## src/rtl/fifo_stream_out.sv

```systemverilog
// Read-side drain stage: issues FIFO read pulses against a 2-entry skid buffer
// and presents the captured RAM words on a valid/ready stream.
module fifo_stream_out #(
  parameter int DATA_W = 8
) (
  input  logic              clk,
  input  logic              reset,
  input  logic              fifo_empty,
  output logic              fifo_read,
  input  logic [DATA_W-1:0] ram_rdata,
  input  logic              flush,
  output logic              out_valid,
  input  logic              out_ready,
  output logic [DATA_W-1:0] out_data,
  output logic [1:0]        level
);

  logic [1:0]        occ;
  logic              inflight;
  logic [DATA_W-1:0] slot0;
  logic [DATA_W-1:0] slot1;
  logic              pop;
  logic              capture;
  logic [2:0]        credit;
  logic [1:0]        base;

  assign out_valid = (occ != 2'd0);
  assign out_data  = slot0;
  assign level     = occ;
  assign pop       = out_valid && out_ready;
  assign capture   = inflight && !flush;

  // Words held plus words in flight, minus the one leaving this cycle.
  // Evaluated at 3 bits so occ + inflight never wraps.
  assign credit    = {1'b0, occ} + {2'b00, inflight} - {2'b00, pop};
  assign fifo_read = reset && !fifo_empty && !flush && (credit < 3'd2);

  // Slot index that an arriving word lands in, after any pop shift.
  assign base      = occ - {1'b0, pop};

  always_ff @(posedge clk or negedge reset) begin
    if (!reset) begin
      occ      <= 2'd0;
      inflight <= 1'b0;
      slot0    <= '0;
      slot1    <= '0;
    end else if (flush) begin
      occ      <= 2'd0;
      inflight <= 1'b0;
    end else begin
      inflight <= fifo_read;
      occ      <= base + {1'b0, capture};
      if (pop)
        slot0 <= slot1;
      // A capture into slot0 overrides the shift above when both happen.
      if (capture) begin
        if (base == 2'd0)
          slot0 <= ram_rdata;
        else
          slot1 <= ram_rdata;
      end
    end
  end

endmodule
```

## config.mk

```make
export PLATFORM = sky130hd
export DESIGN_NAME = fifo_stream_out
export DESIGN_NICKNAME = d
export VERILOG_FILES = /design/src/rtl/fifo_stream_out.sv
export SDC_FILE = /design/constraint.sdc
export NUM_CORES = 1
export LEC_CHECK = 0
export ABC_AREA = 1
export BUFFER_PORTS_ARGS = -buffer_cell sky130_fd_sc_hd__buf_2
export CORE_UTILIZATION = 53
export DETAILED_ROUTE_END_ITERATION = 12
export PLACE_DENSITY = 0.75
export SYNTH_ARGS = -nofsm -noshare
export SYNTH_HDL_FRONTEND = slang
export SYNTH_SLANG_ARGS = --single-unit
```

## constraint.sdc

```tcl
create_clock -name clk -period 2 [get_ports clk]
set_input_delay 0.2 -clock clk [delete_from_list [all_inputs] [get_ports clk]]
set_output_delay 0.2 -clock clk [all_outputs]
set_load 0.005 [all_outputs]
```

Yosys cells after proc, flatten, opt, wreduce, memory -nomap -nowiden
Index checks and enable logic that the tools add are counted.
{ "totals": {"out_inout_bits": 12, "ff_bits": 19, "input_bits": 13} }
{ "classes": {"order_cmp": 1, "bitwise_logic": 2, "n_reduce_logical": 10, "mux": 5, "addsub": 4} }
{ "op_table": {"columns": ["cell", "count"], "rows": [
  ["$mux 8", 3],
  ["$logic_and 1x1->1", 5],
  ["$add 2x1->3", 1],
  ["$lt 3x2->1 const B", 1],
  ["$reduce_and 3->1", 1],
  ["$sub 3x1->3", 1],
  ["$add 2x1->2", 1],
  ["$logic_not 1->1", 2],
  ["$logic_not 2->1", 1],
  ["$mux 2", 1],
  ["$not 1->1", 2],
  ["$reduce_bool 2->1", 1],
  ["$sub 2x1->2", 1],
  ["$mux 1", 1]
]} }

Logic depth before layout (Yosys ltp)
Gate-level depths: netlist (run 1).
{ "logic_depth": {"ltp_word": 6, "depth_mapped": 9, "depth_no_buf": 9} }

Worst setup path before layout (run 1)
OpenSTA, ideal clock, no wires.
{ "synth_timing": {"kind": "register -> output", "from": "register occ[1] (netlist: level[1])", "to": "output fifo_read", "stages_incl_launch_ff": 9, "arrival_time_ps": 1790, "setup_slack_ps": 10, "cell_sequence": "dfrtp_1 > inv_2 > nand2_4 > nand2_1 > nor2_1 > o21ai_0 > fa_1 > nand2_1 > nor4_1"} }
{ "synth_between": {"elab_chain_len": 5, "word_cells_on_any_way": 6, "classes_between": "add/sub (2); order compare (1); reduce/logical (3)"} }
{ "synth_rtl": {"columns": ["element", "line_no", "rtl"], "rows": [
  ["start: declaration", "18", "logic [1:0] occ;"],
  ["start signal: assignment", "52", "occ <= base + {1'b0, capture};"],
  ["$reduce_bool 2->1", "27", "assign out_valid = (occ != 2'd0);"],
  ["named net out_valid", "12", "output logic out_valid,"],
  ["$logic_and 1x1->1", "30", "assign pop = out_valid && out_ready;"],
  ["$sub 3x1->3", "35", "assign credit = {1'b0, occ} + {2'b00, inflight} - {2'b00, pop};"],
  ["$lt 3x2->1", "36", "assign fifo_read = reset && !fifo_empty && !flush && (credit < 3'd2);"],
  ["$logic_and 1x1->1", "36", null],
  ["end: declaration", "9", "output logic fifo_read,"]
]} }
The timed path passes the listed nets, and every way through them passes these cells.

Worst setup path in the final report (run 1)
{ "layout_timing": {"from": "register occ[0] (netlist: level[0])", "to": "output fifo_read"} }
{ "layout_between": {"elab_chain_len": 5, "word_cells_on_any_way": 6, "classes_between": "add/sub (2); order compare (1); reduce/logical (3)"} }
{ "layout_rtl": {"columns": ["element", "line_no"], "rows": [
  ["parallel branches: the longest is 2 deep, another holds $add 2x1->3", null],
  ["$sub 3x1->3 (*)", "35"],
  ["$lt 3x2->1 (*)", "36"],
  ["$logic_and 1x1->1 (*)", "36"]
]} }
Every way passes the cells marked *.

==> impl_results.md, run 1 <==
- Run status: finished with violations
- Violations in the final reports: setup timing
- Antenna Cells: 0
- Routed length per instance: between 10 and 15 um
- Ratio of routed vias to standard cells: ~5.4
- Site row count: 16
- Core area: between 2000 and 2500 sq um
- Count of buffer and inverter cells on the critical path: 3
- Placed cell area: around 1300 sq um
- Delay of the slowest critical-path stage: 0.50 ns
- Vias in the first global route: between 1000 and 1500
- Cell type with the highest aggregate area in the netlist: sky130_fd_sc_hd__dfrtp_1
- I/O pin count: 25
- Starting density of the core: 57.8%
- Number of hold violations in the final report: 0
- Average instance area after synthesis: ~8.6 sq um
- Worst-margin pin slew: 0.335 ns
- Library cells used by synthesis: 24
- Initial antenna violation count: 0
- Clock Tree Root: sky130_fd_sc_hd__clkbuf_4
- Synth-to-layout area growth: 18.7%
- Via total after detailed routing: roughly 1100
- Utilization after layout: around two thirds
- Final period util: 112%
- Flops & latches, synth: 19
- Proportion of netlist area held by the largest area contributor: 41.1%
- Cell at the slowest stage of the critical path: sky130_fd_sc_hd__fa_1
- TritonCTS clock tree: built
- Setup Viol. Count Final: 1
- Placed wire-length estimate: around 1.9 mm
- Summed negative setup slack over all endpoints: -0.240 ns
- Number of design rule violations left after detail routing: 0
- Global-route usage over all layers: between 20% and 30%
- Deepest level of the CTS H-tree: 1
- Final critical delay including setup and external delays: between 2 and 2.5 ns
- Layout Nets: about 180
- Syn Inst Count: ~140
- Total power density per cell area: about 630 nW/um^2
- Path type of the worst setup path: register to output port
- Peak clock frequency supported by timing: about 450 MHz
- Total of warnings raised by yosys: 0
- Final Max Slew Viols: 0
- Leakage Power: 0.745 nW
- Routed Wire Length: around 2.6 mm
- Worst hold margin: 0.0877 ns
- Data required, critical path: roughly 1.8 ns
- Hold WC Path Type: primary input to register
- Number of detailed-routing iterations run before antenna repair: 4
- Max clock buf depth: 2
- Worst IR drop on VDD: 0.391 mV
- Drt initial violations: 31
- Most common library cell in the layout ignoring fill and taps: sky130_fd_sc_hd__buf_2
- Share of post-route cells with drive strength above 1: 36.9%
- Proportion of synthesized chip area in sequential cells: 41.1%
- Final design area excluding fillers: around 1400 sq um
- Crit path max fanout: 2
- Most frequent cells in the layout: sky130_fd_sc_hd__buf_2 (24), sky130_fd_sc_hd__inv_1 (19), sky130_fd_sc_hd__nand2_1 (19), sky130_fd_sc_hd__dfrtp_1 (19), sky130_fd_sc_hd__nand3_1 (16)
- Clock edge transition at the registers on the reported setup and hold paths: roughly 0.10 ns
- Syn Nets: 150
- Setup slack of the critical path after layout: -0.240 ns
- Later-pin clock latency in the skew report: approximately 0.29 ns
- Placement-stage worst setup slack: -0.0222 ns
- Floorplan die width: approximately 49 um
- Leftover overflow at the end of global routing: 0
- Total clock buffers created by CTS: 3
- Sinks on Clock Net: 19
- Weighted congestion at the end of routability-driven global placement: between 0.8 and 0.9
- Startpoint type of the worst setup path: register
- Number of port buffers: 24
- Setup repair after global routing missed its margin: true
- ANT nets after route: 0
- Crit path arrival time: about 2.0 ns
- Die Area: 2370 sq um
- Height of the die: about 49 um
- Cell-by-cell listing of the critical path: inv_2 > nand2_4 > nand2_4 > inv_2 > nor2_1 > o21ai_1 > fa_1 > nand2_2 > nor4_2 > buf_2
- Relative max-transition margin: between 70% and 80%
- Maximum number of pins on one net before global-route repair: 20
- Clk_skew: slightly above 0.002 ns
- Most area-consuming cells after synthesis: sky130_fd_sc_hd__dfrtp_1 (41%), sky130_fd_sc_hd__nand3_1 (6.9%), sky130_fd_sc_hd__inv_1 (6.8%), sky130_fd_sc_hd__nand2_1 (6.8%), sky130_fd_sc_hd__a21oi_2 (6.1%)
- Type of element capturing the critical path: output port
- First-pass GRT wire length: ~4.5 mm
- Max Cap Viol: 0
- Crit-path leading delay family: simple AND/OR/NAND/NOR gates
- Synth Cell Area: roughly 1200 sq um
==> flip-flops by register name, summed over array words and instances, names as in the netlist <==
name      count
out_data      8
slot1         8
level         2
inflight      1
==> layout make-up <==
| class | instances | area, sq um |
|---|---|---|
| Inverter | 23 | 86.3 |
| Timing Repair Buffer | 35 | 205 |
| Fill cell | 190 | 628 |
| Sequential cell | 19 | 475 |
| Multi-Input combinational cell | 87 | 546 |
| Clock buffer | 3 | 22.5 |
| Clock inverter | 1 | 5.00 |
| Tap cell | 27 | 33.8 |
==> worst register-to-register path: cells and delay by family (launching register included) <==
kind | cells | cell delay (ns)
buffers and inverters | 4 | 0.58
DFF | 1 | 0.41
xor gates and xnor gates | 1 | 0.18
adders and majority gates | 1 | 0.21
and+or+nand+nor | 2 | 0.15
AOI/OAI and AO/OA | 1 | 0.11
==> where the power goes <==
part | switching [W] | total (W) | leakage (nW) | internal [W]
combinational | 0.000113 | 0.000213 | 0.516 | 0.000101
sequential | 0.0000231 | 0.000465 | 0.212 | 0.000442
clock | 0.000116 | 0.000190 | 0.0177 | 0.0000744
==> cells in the mapped netlist (all sizes together) <==
cell type / instances
clkbuf: 1
nand4: 8
nand2: 25
o21ai: 2
nor2: 13
a21oi: 8
dfrtp: 19
nor4: 2
nand3b: 8
inv: 23
nand3: 17
ha: 1
fa: 1
xor2: 2
buf: 5
==> metrics by stage <==
step           power [W]  std cells
6_report        0.000869        195
5_1_grt         0.000927        195
4_1_cts         0.000875        194
3_5_place_dp    0.000680        188
3_3_place_gp    0.000664        188
2_1_floorplan   0.000584        135
==> kinds of logic (layout without fill, tap and decap cells) <==
| family | count (synthesis) | count (layout) | share of synthesized area [%] |
|---|---|---|---|
| flip-flops | 19 | 19 | 41.1 |
| adder cells (fa/ha/maj) | 2 | 2 | 2.81 |
| AND/OR/NAND/NOR | 73 | 73 | 34.3 |
| AO/OA/AOI/OAI | 10 | 10 | 6.92 |
| XOR/XNOR | 2 | 2 | 1.51 |
| buffers and inverters | 29 | 62 | 13.4 |
==> path summary, 6_finish.rpt <==
| path | to | depth (start not counted) | slack (ns) | start |
|---|---|---|---|---|
| hold / removal | inflight | 2 | 0.09 | fifo_empty |
| hold reg to reg | slot1[4] | 2 | 0.52 | slot1[4] |
| setup reg to reg | level[1] | 9 | 0.28 | level[0] |
| max in group asynchronous | slot1[1] | 3 | 1.40 | reset |
| min in group asynchronous | level[1] | 3 | 0.40 | reset |
| setup / recovery | fifo_read | 10 | -0.24 | level[0] |
==> routing by layer <==
| metal | track usage [%] | vias to the layer above | routed length, um |
|---|---|---|---|
| met1 | 31.1 | 489 | 1100 |
| met5 | 0 | - | 0 |
| li1 | - | 504 | - |
| met2 | 41.4 | 56 | 1260 |
| met4 | 6.86 | 0 | 37 |
| met3 | 3.77 | 6 | 155 |
==> repair_timing <==
| item | 4_1_cts | 5_1_grt |
|---|---|---|
| setup endpoints to repair | 1 | 1 |
| hold buffers | 1 | 0 |
| setup buffers | 1 | 1 |
| gates resized for setup | 8 | 0 |
| endpoints found under the hold margin | 19 | 0 |
(Power assumes the default switching activity.)
==> run 2: changes to the inputs <==
--- a/config.mk
+++ b/config.mk
@@ -7,9 +7,10 @@
 export LEC_CHECK = 0
 export ABC_AREA = 1
 export BUFFER_PORTS_ARGS = -buffer_cell sky130_fd_sc_hd__buf_2
-export CORE_UTILIZATION = 53
+export CORE_UTILIZATION = 45
 export DETAILED_ROUTE_END_ITERATION = 12
-export PLACE_DENSITY = 0.75
+export MAX_ROUTING_LAYER = met4
+export PLACE_DENSITY = 0.65
 export SYNTH_ARGS = -nofsm -noshare
 export SYNTH_HDL_FRONTEND = slang
 export SYNTH_SLANG_ARGS = --single-unit
==> run 2 against run 1 <==
Compared with the run above: the run still ends with setup timing left; critical path depth unchanged; count of clock-buffer cells in the layout did not move; sequential power is essentially flat; critical endpoint unchanged; largest cell class unchanged; largest power group unchanged.
==> impl_results.md, run 2 (synthesis results as in run 1) <==
- Final design area excluding fillers: 1380 sq um
- Routed Wire Length: around 2.3 mm
- Relative max-transition margin: around four fifths
- Synth-to-layout area growth: 18.9%
- Floorplan die width: roughly 53 um
- Sinks on Clock Net: 19
- Setup repair after global routing missed its margin: true
- Setup Viol. Count Final: 1
- Deepest level of the CTS H-tree: 1
- Worst reg2reg startpoint: level[0]
- Weighted congestion at the end of routability-driven global placement: between 0.7 and 0.8
- WL met1: around 1.1 mm
- Run status: finished with violations
- Maximum number of pins on one net before global-route repair: 20
- Most common library cell in the layout ignoring fill and taps: sky130_fd_sc_hd__buf_2
- Worst IR drop on VDD: approximately 0.44 mV
- Antenna Cells: 0
- Data required, critical path: about 1.8 ns
- Share of power burned in registers: ~53%
- Initial antenna violation count: 0
- Placed wire-length estimate: around 1.7 mm
- Hold WC Path Type: primary input to register
- Number of detailed-routing iterations run before antenna repair: 4
- Clock Tree Root: sky130_fd_sc_hd__clkbuf_4
- Routed length per instance: between 10 and 15 um
- Clk_skew: roughly 0.012 ns
- Site row count: 18
- Switching Fraction: just under 30%
- Final std cells w/o fill: a little under 200
- Total clock buffers created by CTS: 3
- Final Max Slew Viols: 0
- Number of design rule violations left after detail routing: 0
- Delay of the slowest critical-path stage: ~0.48 ns
- Worst-margin pin slew: roughly 0.31 ns
- Worst hold margin: 0.0621 ns
- Worst hold start: fifo_empty
- Crit path max fanout: 2
- Cell-by-cell listing of the critical path: inv_2 > nand2_4 > nand2_4 > inv_2 > nor2_1 > o21ai_1 > fa_1 > nand2_1 > nor4_1 > buf_2
- Core area: 2450 sq um
- I/O pin count: 25
- Later-pin clock latency in the skew report: 0.30 ns
- Leakage Power: 0.749 nW
- Setup slack of the worst register-to-register path: ~0.34 ns
- Number of fill cells in the layout: 237
- Instance count along the most critical hold path: 2
- Height of the die: 52.7 um
- Max Cap Viol: 0
- Number of port buffers: 24
- Type of element capturing the critical path: output port
- Total power density per cell area: between 600 and 700 nW/um^2
- Leftover overflow at the end of global routing: 0
- Routed wire length on met2: just over 1 mm
- Max clock buf depth: 2
- Dpl cells: approximately 190
- Path type of the worst setup path: register to output port
- Portion of total power attributed to the clock network: a little under a quarter
- Share of post-route cells with drive strength above 1: approximately 36%
- TritonCTS clock tree: built
- Highest metal layer used by the detailed router: met4
- Internal power: 0.000616 W
- Layout Nets: between 150 and 200
- Starting density of the core: between 40% and 50%
- Via total after detailed routing: about 990
- Setup slack of the critical path after layout: -0.207 ns
- Final critical delay including setup and external delays: ~2.2 ns
- Number of hold violations in the final report: 0
- Peak clock frequency supported by timing: about 450 MHz
- Startpoint type of the worst setup path: register
- Placed cell area: between 1000 and 1500 sq um
- Crit path arrival time: approximately 2.0 ns
- Die Area: 2780 sq um
- Ratio of routed vias to standard cells: between 4 and 5
- Summed negative setup slack over all endpoints: -0.207 ns
- Clock edge transition at the registers on the reported setup and hold paths: approximately 0.11 ns
- First-pass GRT wire length: between 4 and 5 mm
- ANT nets after route: 0
- Met3 wire len: between 100 and 150 um
- Drt initial violations: 18
- Total net switching power: 0.000253 W
- Violations in the final reports: setup timing
- Cell at the slowest stage of the critical path: sky130_fd_sc_hd__fa_1
- Vias in the first global route: around 870
- Destination of the worst hold path: inflight
- Most frequent cells in the layout: sky130_fd_sc_hd__buf_2 (24), sky130_fd_sc_hd__nand2_1 (20), sky130_fd_sc_hd__inv_1 (19), sky130_fd_sc_hd__dfrtp_1 (19), sky130_fd_sc_hd__nand3_1 (16)
- Depth of the most critical reg-to-reg path: 9
- Final period util: 110%
- Placement-stage worst setup slack: around 0.034 ns
- Destination of the worst register-to-register timing path: inflight
- Proportion of power drawn by combinational gates: 23.3%
- Global-route usage over all layers: about 20%
[run 2: changes by cell type in the layout (fill, tap and decap cells not counted)]
cell,before,now
sky130_fd_sc_hd__buf_4,10,11
sky130_fd_sc_hd__nand2_1,19,20
sky130_fd_sc_hd__nand2_2,2,1
sky130_fd_sc_hd__nor4_1,1,2
sky130_fd_sc_hd__nor4_2,1,0
[run 2: cell type report]
class	count	area, sq um	area share, %
Clock buffer	3	22.5	1.64
Tap cell	30	37.5	2.73
Inverter	23	86.3	6.27
Multi-Input combinational cell	87	537	39.0
Timing Repair Buffer	36	213	15.5
Sequential cell	19	475	34.5
Clock inverter	1	5.00	0.364
[run 2: repair_timing]
action / in CTS / in global routing
gates resized for setup: 6 / 0
pin swaps: 3 / 2
setup buffers: 2 / 1
hold endpoints to repair: 19 / 0
hold buffers: 1 / 0
endpoints found under the setup margin: 1 / 1
gates cloned: 0 / 0
[run 2: worst max-delay path by stage]
stage | start | end | slack [ns] | depth (start not counted)
3_3_place_gp | level[0] | fifo_read | 0.12 | 10
4_1_cts | level[0] | fifo_read | -0.25 | 10
2_1_floorplan | level[1] | fifo_read | 0.01 | 8
6_report | level[0] | fifo_read | -0.21 | 10
5_1_grt | level[1] | fifo_read | -0.35 | 10
3_5_place_dp | level[0] | fifo_read | 0.03 | 9
[run 2: worst max-delay path: cells and delay by family (launching register included)]
kind / cells / cell delay [ns]
buf+inv: 3 / 0.27
fa+ha+maj: 1 / 0.48
compound gates: 1 / 0.07
simple gates: 5 / 0.47
flops: 1 / 0.41
[run 2: layer usage]
metal / up-vias / global-route usage (%)
li1: 502 / -
met1: 455 / 28.2
met2: 30 / 31.6
met3: 4 / 2.61
met4: 0 / 5.26
met5: - / -
[run 2: power by group through the flow]
stage          sequential (W)  combinational, W  clock, W
6_report             0.000464          0.000203  0.000202
5_1_grt              0.000471          0.000235  0.000218
4_1_cts              0.000465          0.000206  0.000206
3_5_place_dp         0.000472          0.000201         0
3_3_place_gp         0.000469          0.000197         0
2_1_floorplan        0.000476          0.000108         0
[run 2: per-stage QoR]
step                      total power [W]  utilization [%]
after detailed placement         0.000673             53.2
after global routing             0.000925             56.1
after global placement           0.000667             53.2
after CTS                        0.000877             55.8
after floorplan                  0.000584                -
final                            0.000869             56.1
